<file path="src/rtl/wb_spi_master_mc.sv">
// rtl/wb_spi_master_mc.sv - 8-bit Wishbone SPI master with TX/RX FIFOs, chip selects, CPOL/CPHA modes and SCK divider
module wb_spi_master_mc #(
  parameter int         NCS        = 4,
  parameter int         FIFO_DEPTH = 4,
  parameter logic [7:0] DIV_RST    = 8'h03
) (
  input  logic           clk_i,
  input  logic           rst_i,
  input  logic           cyc_i,
  input  logic           stb_i,
  input  logic [2:0]     adr_i,
  input  logic           we_i,
  input  logic [7:0]     dat_i,
  output logic [7:0]     dat_o,
  output logic           ack_o,
  output logic           inta_o,
  output logic           sck_o,
  output logic           mosi_o,
  input  logic           miso_i,
  output logic [NCS-1:0] ss_o
);

  localparam int         AW      = $clog2(FIFO_DEPTH);
  localparam logic [AW:0] PTR_ONE = {{AW{1'b0}}, 1'b1};

  typedef enum logic [1:0] {S_IDLE, S_LOAD, S_SHIFT, S_DONE} state_t;

  state_t         state;
  logic           en, cpol, cpha, ie;
  logic [7:0]     div;
  logic [NCS-1:0] cs;
  logic           rxovf, txovf;

  logic [2:0]     acc_adr;
  logic           acc_we, acc_pop;
  logic [7:0]     acc_dat;
  logic           wb_req;

  logic [7:0]     tx_mem [FIFO_DEPTH];
  logic [7:0]     rx_mem [FIFO_DEPTH];
  logic [AW:0]    tx_wp, tx_rp, rx_wp, rx_rp;
  logic           tx_empty, tx_full, rx_empty, rx_full;
  logic           tx_push_req, tx_push, tx_pop, tx_ovf_set;
  logic           rx_push_req, rx_push, rx_pop, rx_ovf_set;
  logic           stat_w1c, busy;

  logic [7:0]     shreg;
  logic           rx_bit;
  logic           cpol_l, cpha_l;
  logic [7:0]     div_l, hcnt;
  logic [3:0]     ecnt;

  logic [7:0]     stat, cs_rd, rd_mux;

  assign ss_o     = ~cs;
  assign busy     = (state != S_IDLE);
  assign wb_req   = cyc_i & stb_i & ~ack_o;

  // Extra MSB on each pointer separates full from empty when the indices match
  assign tx_empty = (tx_wp == tx_rp);
  assign tx_full  = (tx_wp[AW] != tx_rp[AW]) && (tx_wp[AW-1:0] == tx_rp[AW-1:0]);
  assign rx_empty = (rx_wp == rx_rp);
  assign rx_full  = (rx_wp[AW] != rx_rp[AW]) && (rx_wp[AW-1:0] == rx_rp[AW-1:0]);

  assign tx_pop      = (state == S_LOAD);
  assign tx_push_req = ack_o & acc_we & (acc_adr == 3'd2);
  assign tx_push     = tx_push_req & (~tx_full | tx_pop);
  assign tx_ovf_set  = tx_push_req & tx_full & ~tx_pop;

  assign rx_pop      = ack_o & acc_pop;
  assign rx_push_req = (state == S_DONE);
  assign rx_push     = rx_push_req & (~rx_full | rx_pop);
  assign rx_ovf_set  = rx_push_req & rx_full & ~rx_pop;

  assign stat_w1c = ack_o & acc_we & (acc_adr == 3'd1);
  assign stat     = {1'b0, txovf, rxovf, busy, rx_full, rx_empty, tx_full, tx_empty};

  always_comb begin
    cs_rd = 8'h00;
    cs_rd[NCS-1:0] = cs;
  end

  always_comb begin
    rd_mux = 8'h00;
    case (adr_i)
      3'd0: rd_mux = {4'b0000, ie, cpha, cpol, en};
      3'd1: rd_mux = stat;
      3'd2: if (!rx_empty) rd_mux = rx_mem[rx_rp[AW-1:0]];
      3'd3: rd_mux = div;
      3'd4: rd_mux = cs_rd;
      default: rd_mux = 8'h00;
    endcase
  end

  // Read data is captured on the request cycle; side effects wait for the ack cycle
  always_ff @(posedge clk_i or negedge rst_i) begin
    if (!rst_i) begin
      ack_o   <= 1'b0;
      dat_o   <= 8'h00;
      acc_adr <= 3'd0;
      acc_we  <= 1'b0;
      acc_dat <= 8'h00;
      acc_pop <= 1'b0;
      en      <= 1'b0;
      cpol    <= 1'b0;
      cpha    <= 1'b0;
      ie      <= 1'b0;
      div     <= DIV_RST;
      cs      <= '0;
      rxovf   <= 1'b0;
      txovf   <= 1'b0;
      inta_o  <= 1'b0;
    end else begin
      ack_o <= wb_req;
      dat_o <= wb_req ? rd_mux : 8'h00;
      if (wb_req) begin
        acc_adr <= adr_i;
        acc_we  <= we_i;
        acc_dat <= dat_i;
        acc_pop <= ~we_i & (adr_i == 3'd2) & ~rx_empty;
      end
      if (ack_o && acc_we) begin
        case (acc_adr)
          3'd0: {ie, cpha, cpol, en} <= acc_dat[3:0];
          3'd3: div <= acc_dat;
          3'd4: cs  <= acc_dat[NCS-1:0];
          default: ;
        endcase
      end
      rxovf  <= rx_ovf_set | (rxovf & ~(stat_w1c & acc_dat[5]));
      txovf  <= tx_ovf_set | (txovf & ~(stat_w1c & acc_dat[6]));
      inta_o <= ie & (~rx_empty | rxovf | txovf);
    end
  end

  always_ff @(posedge clk_i or negedge rst_i) begin
    if (!rst_i) begin
      tx_wp <= '0;
      tx_rp <= '0;
      rx_wp <= '0;
      rx_rp <= '0;
    end else begin
      if (tx_push) tx_wp <= tx_wp + PTR_ONE;
      if (tx_pop)  tx_rp <= tx_rp + PTR_ONE;
      if (rx_push) rx_wp <= rx_wp + PTR_ONE;
      if (rx_pop)  rx_rp <= rx_rp + PTR_ONE;
    end
  end

  always_ff @(posedge clk_i) begin
    if (tx_push) tx_mem[tx_wp[AW-1:0]] <= acc_dat;
    if (rx_push) rx_mem[rx_wp[AW-1:0]] <= shreg;
  end

  // ecnt counts the 16 SCK edges of a byte; even counts are leading edges
  always_ff @(posedge clk_i or negedge rst_i) begin
    if (!rst_i) begin
      state  <= S_IDLE;
      sck_o  <= 1'b0;
      mosi_o <= 1'b0;
      shreg  <= 8'h00;
      rx_bit <= 1'b0;
      cpol_l <= 1'b0;
      cpha_l <= 1'b0;
      div_l  <= 8'h00;
      hcnt   <= 8'h00;
      ecnt   <= 4'd0;
    end else begin
      case (state)
        S_IDLE: begin
          sck_o <= cpol;
          if (en && !tx_empty) state <= S_LOAD;
        end
        S_LOAD: begin
          shreg  <= tx_mem[tx_rp[AW-1:0]];
          cpol_l <= cpol;
          cpha_l <= cpha;
          div_l  <= div;
          hcnt   <= 8'h00;
          ecnt   <= 4'd0;
          sck_o  <= cpol;
          if (!cpha) mosi_o <= tx_mem[tx_rp[AW-1:0]][7];
          state  <= S_SHIFT;
        end
        S_SHIFT: begin
          if (hcnt == div_l) begin
            hcnt  <= 8'h00;
            sck_o <= ~sck_o;
            ecnt  <= ecnt + 4'd1;
            if (!ecnt[0]) begin
              if (!cpha_l) rx_bit <= miso_i;
              else         mosi_o <= shreg[7];
            end else begin
              if (!cpha_l) begin
                shreg  <= {shreg[6:0], rx_bit};
                mosi_o <= shreg[6];
              end else begin
                shreg  <= {shreg[6:0], miso_i};
              end
            end
            if (ecnt == 4'd15) state <= S_DONE;
          end else begin
            hcnt <= hcnt + 8'd1;
          end
        end
        S_DONE: begin
          sck_o <= cpol_l;
          if (en && !tx_empty) state <= S_LOAD;
          else                 state <= S_IDLE;
        end
        default: state <= S_IDLE;
      endcase
    end
  end

endmodule

</file>
<file path="config.mk">
export PLATFORM = sky130hd
export DESIGN_NAME = wb_spi_master_mc
export DESIGN_NICKNAME = d
export VERILOG_FILES = /design/src/rtl/wb_spi_master_mc.sv
export SDC_FILE = /design/constraint.sdc
export NUM_CORES = 1
export LEC_CHECK = 0
export CAP_MARGIN = 30
export CORE_MARGIN = 8
export CORE_UTILIZATION = 55
export DETAILED_ROUTE_END_ITERATION = 8
export GPL_TIMING_DRIVEN = 1
export HOLD_SLACK_MARGIN = 0.15
export PLACE_DENSITY = 0.79
export RECOVER_POWER = 25
export SYNTH_ARGS = -nofsm -noshare
export SYNTH_HDL_FRONTEND = slang
export SYNTH_SLANG_ARGS = --single-unit
</file>
<file path="constraint.sdc">
create_clock -name clk_i -period 2.48 [get_ports clk_i]
set_clock_uncertainty 0.05 [all_clocks]
set_input_delay 0.496 -clock clk_i [delete_from_list [all_inputs] [get_ports clk_i]]
set_output_delay 0.496 -clock clk_i [all_outputs]
set_load 0.01 [all_outputs]
</file>
# [Word-level counts from Yosys, hierarchy flattened]
# Memories as Yosys holds them, arrays and structs flattened.
# Index checks and enable logic that the tools add are counted.
[word_totals] regBits=88 ramBits=64 elab_cells=148 mem_count=2
[classes] add_sub_neg=6 eq_ne=26 mux=28 n_bitwise=38 n_reduce_logical=19
[memory_table] name="rx_mem" words=4 word_bits=8 rd=1 rd_clocked_by_memory_dff=0 wr=1 line_no="40" source="logic [7:0] rx_mem [FIFO_DEPTH];"
[memory_table] name="tx_mem" words=4 word_bits=8 rd=1 rd_clocked_by_memory_dff=0 wr=1 line_no="39" source="logic [7:0] tx_mem [FIFO_DEPTH];"
[ops] op="two-way mux 8 bit" n=5
[ops] op="case mux 8 bit (5 select lines)" n=1
[ops] op="case mux 8 bit (2 select lines)" n=2
[ops] op="AND 1 bit" n=19
[ops] op="adder 3 x 1 -> 3 bit (second input constant)" n=4
[ops] op="== test 3 x 2 -> 1 bit (second input constant)" n=4
[ops] op="two-way mux 1 bit" n=12
[ops] op="NOT 1 bit" n=12
[ops] op="!= test 2 bit (second input constant)" n=5
[ops] op="adder 8 x 1 -> 8 bit (second input constant)" n=1
[ops] op="== test 8 bit" n=1
[ops] op="case mux 2 bit (4 select lines)" n=1
[ops] op="case mux 4 bit (2 select lines)" n=1
[ops] op="AND reduction 2 bit" n=4
[ops] op="== test 3 x 1 -> 1 bit (second input constant)" n=2
[ops] op="== test 3 bit" n=2
[ops] op="== test 3 bit (second input constant)" n=2
[ops] op="logical NOT 3 bit" n=2
[ops] op="two-way mux 2 bit" n=3
[ops] op="!= test 3 bit (second input constant)" n=2
[ops] op="bitwise OR 1 bit" n=6
[ops] op="AND reduction 3 bit" n=2
[ops] op="AND reduction 5 bit" n=1
[ops] op="adder 4 x 1 -> 4 bit (second input constant)" n=1
[ops] op="other kinds (15)" n=22

# [Logic depth before layout (Yosys ltp)]
[logic_depth] ltp_word=7 depth_mapped=7

# [Worst setup path before layout]
# OpenSTA, ideal clock, no wires.
[synth_path] path_kind="register -> register" start="reg state[1]" end="mem tx_mem[3][0], enable pin" setup_time_ns=0.339 arrival_ns=1.497 required_time_ns=2.091 path_slack_ns=0.594 path_stages_with_launch=7 n_path_buf=1 synth_period_minus_slack_ns=1.886 path_cell_list="dfrtp_1 > inv_1 > ha_1 > buf_2 > nor4_2 > nor3_2 > and2_1"
[synth_between] elab_chain_len=5
[synth_lines] element="from (decl)" line_no="28" source="state_t state;"
[synth_lines] element="from (signal assigned)" line_no="158" source="state <= S_IDLE;"
[synth_lines] element="from (signal assigned)" line_no="172" source="if (en && !tx_empty) state <= S_LOAD;"
[synth_lines] element="from (signal assigned)" line_no="183" source="state <= S_SHIFT;"
[synth_lines] element="== test 2 x 1 -> 1 bit" line_no="65" source="assign tx_pop = (state == S_LOAD);"
[synth_lines] element="bitwise OR 1 bit" line_no="67" source="assign tx_push = tx_push_req & (~tx_full | tx_pop);"
[synth_lines] element="AND 1 bit" line_no="67"
[synth_lines] element="two-way mux 1 bit" line_no="151" source="if (tx_push) tx_mem[tx_wp[AW-1:0]] <= acc_dat;"
[synth_lines] element="two-way mux 1 bit (not written as such)" line_no="151"
[synth_lines] element="to (decl)" line_no="39"
# No other way between the ends.

# [Worst setup path after layout]
[layout_path] start="reg state[0]" end="reg shreg[6]"
[layout_between] elab_chain_len=3 elab_cells_between_ends=7 classes_between="eq/ne (4); mux (1); reduce/logical (2)"
[layout_lines] element="== test 2 bit or == test 2 x 1 -> 1 bit (tied branches)" line_no="169" source="case (state)"
[layout_lines] element="!= test 2 bit (no line) or nonzero test 2 bit (tied branches)"
[layout_lines] element="AND reduction 3 bit (no line)"
[layout_lines] element="to (signal assigned)" line_no="175" source="shreg <= tx_mem[tx_rp[AW-1:0]];"
[layout_lines] element="to (signal assigned)" line_no="195" source="shreg <= {shreg[6:0], rx_bit};"
[layout_lines] element="to (signal assigned)" line_no="198" source="shreg <= {shreg[6:0], miso_i};"
[layout_lines] element="to (decl)" line_no="47" source="logic [7:0] shreg;"
# Several ways; a longest one is shown, not always the timed one.
# A chain may end at the register's enable or synchronous reset.

==> results.md <==
- PnR worst setup slack: 0.315 ns
- Dpl hpwl: 10200 µm
- Clk pwr share: 0.271
- Die area: 16000 µm²
- Inst Count DP: 666
- Sw frac: 0.351
- Syn. warnings: 0
- Number of antenna violations at the first check in global routing: 0
- Hold WS: 0.464 ns
- Hold Crit Class: reg2reg
- Syn-to-layout area delta: 16.5%
- RSZ-0062 raised after global routing: false
- Slew @ Worst Pin: 1.19 ns
- Vias/cell: 6.06
- Final wirelength: 14700 µm
- Arr. time, crit path: 2.40 ns
- Pin count of the biggest net entering global routing: 89
- # DRC: 0
- Final Wtd Congestion: 0.825
- # rows: 40
- Most frequent cells in the layout: 86 x dfrtp_1, 64 x nand2_1, 64 x edfxtp_1
- Main combinational cell family by area after synthesis: multiplexers
- Setup_tns: 0 ns
- Most common cell after layout, fill and taps aside: dfrtp_1
- Final hold vios: 0
- Post-synth cell types: 58
- Adder-Cell Fraction of Synth Area: 0.0298
- I/O Pins: 33
- Vias in the first global route: 4367
- Number of DRC markers in iteration 0: 438
- Port Buffers: 32
- Mux cell area share after synthesis: 0.115
- FFs w/ async S/R, synth: 0.579
- Synth Area in Simple Gates: 0.0994
- Total CTS buffers: 17
- Status: finished clean
- Starting Density: 0.562
- Antenna diode count: 0
- Slew HR: 0.203
- Clock tree from TritonCTS: done
- Root buf cell: clkbuf_16
- Post-layout nets: 572
- Worst slack, placed: 0.191 ns
- Final std cells w/o fill: 699
- Core area: 12000 µm²
- Worst Path Max Fanout: 12
- Syn avg cell area: 13.7 µm²
- Clock-pin slew on the worst setup and hold paths: 0.06 ns
- First-pass GRT wire length: 23800 µm
- ANT nets after route: 0
- EDFF count, synth: 64
- Worst EP required: 2.71 ns
- Total of max-cap violations: 0
- DIE WIDTH: 127 µm
- H-tree levels: 4
- # Post-CTS Setup Buffers: 0
- Final setup viols: 0
- Met1 global-route usage: 0.247
- 1st-pass router iterations: 5
- Fmax: 462 MHz
- CTS max path bufs: 2
- Power per cell area: 1220 nW/µm²
- Skew-Pair Late Insertion Delay: 0.42 ns
- CP Class: reg2reg
- Post-synthesis register bit count: 152
- Global route overflow: 0
- Seq pwr share: 0.397
- Layout cells sized above 1: 0.190
- GRT Overall Usage: 0.195
- Sw power: 3.36 mW
- Fin crit share: 0.873
- GRT met3 Usage: 0.0536
- GRT Max-Usage Layer: met2
- Top FF cell, synth: dfrtp_1
- Global Route met2 Usage: 0.308
- CP Launch Type: register
- Combinational share of power: 0.332
- Sequential area share after synthesis: 0.614
- Cells after Synth: 491
- Cell Area, Synth: 6720 µm²
- Int Power: 6.21 mW
- Final Max Slew Viols: 0
- Syn nets: 524
- Final min period: 2.16 ns
- Chip Height: 127 µm
- Xor/xnor share of the synthesized area: 0.0437
- CP Capture Type: register
- Wirelength per Cell: 21.1 µm
- Leak pwr: 3.15 nW
- Sink Count: 152
- Max VDD drop: 0.697 mV
- Compound-Gate Fraction of Synth Area: 0.0769
- Via count: 4238
- Gates resized, CTS repair: 0
-- through the flow --
step	area (µm²)	power (mW)	utilization
2_1_floorplan	6720	5.97	-
3_3_place_gp	7240	6.74	0.605
3_5_place_dp	7240	6.95	0.605
4_1_cts	7840	9.57	0.656
5_1_grt	7830	10.1	0.655
6_report	7830	9.57	0.655
-- layout make-up --
cell class	count	area (µm²)
fillers	820	4130
flip-flops and latches	152	4130
multi-input cells	308	2450
clock buffers	22	464
repair buffers	45	418
well taps	147	184
clock inverters	10	128
inverters	15	56.3
-- registers in the layout, indices dropped and copies added, names as in the netlist, 2 cells and up --
signal / flops
tx_mem: 32
rx_rp: 3
acc_dat: 8
state: 2
tx_wp: 3
acc_adr: 3
rx_wp: 3
dat_o: 8
rx_mem: 32
div: 8
ecnt: 4
shreg: 8
div_l: 8
tx_rp: 3
hcnt: 8
cs: 4
-- worst paths after layout --
check | startpoint | endpoint | slack, ns | depth (start not counted)
min in group asynchronous | rst_i | acc_dat[3]$_DFFE_PN0P_ | 0.95 | 3
worst min-delay path | acc_we$_DFFE_PN0P_ | acc_we$_DFFE_PN0P_ | 0.46 | 2
max in group asynchronous | rst_i | rx_bit$_DFFE_PN0P_ | 0.66 | 3
worst max register to register | state[0]$_DFFE_PN0P_ | shreg[6]$_DFFE_PN0P_ | 0.32 | 5
worst max-delay path | state[0]$_DFFE_PN0P_ | shreg[6]$_DFFE_PN0P_ | 0.32 | 5
worst min register to register | acc_we$_DFFE_PN0P_ | acc_we$_DFFE_PN0P_ | 0.46 | 2
-- cell usage after synthesis, drive strengths merged (5+ instances only) --
cell	n	area share
a21oi	16	0.012
and2	9	0.0084
buf	9	0.0089
clkbuf	7	0.0039
dfrtp	86	0.32
edfxtp	64	0.29
ha	16	0.030
inv	14	0.0078
mux2	32	0.054
mux2i	5	0.0074
mux4	16	0.054
nand2	65	0.037
nand3	10	0.0074
nor2	16	0.0089
nor3	7	0.0084
o21ai	18	0.015
o22ai	18	0.017
xnor2	19	0.025
xor2	12	0.019
-- cell families (layout without fill, tap and decap cells) --
kind of cell,Yosys count,after routing
and+or+nand+nor,131,131
AOI/OAI and AO/OA,77,77
muxes,53,53
xor gates and xnor gates,31,31
DFF,152,152
buffers and inverters,31,92
adders and majority gates,16,16
-- power groups by stage --
stage | Clock [mW] | Sequential (mW) | Combinational, mW
2_1_floorplan | 0 | 3.61 | 2.36
3_3_place_gp | 0 | 3.78 | 2.97
3_5_place_dp | 0 | 3.83 | 3.12
4_1_cts | 2.61 | 3.79 | 3.17
5_1_grt | 2.72 | 3.86 | 3.48
6_report | 2.59 | 3.80 | 3.18
-- repair_timing --
item                                    4_1_cts  5_1_grt
hold buffers                                  1        0
endpoints found under the setup margin        0        0
hold endpoints to repair                     86        0
-- metal layers --
layer,share of wire,up-vias
li1,-,1901
met1,0.43,2175
met2,0.50,132
met3,0.049,30
met4,0.026,0
met5,0,-
-- worst max-delay path, stage by stage (launching register included) --
cell	delay [ns]
dfrtp_1	0.48
inv_1	0.13
ha_1	0.58
nand4_1	0.43
o22ai_1	0.23
a21oi_1	0.12
No activity file was read; power rests on OpenSTA's default activity.
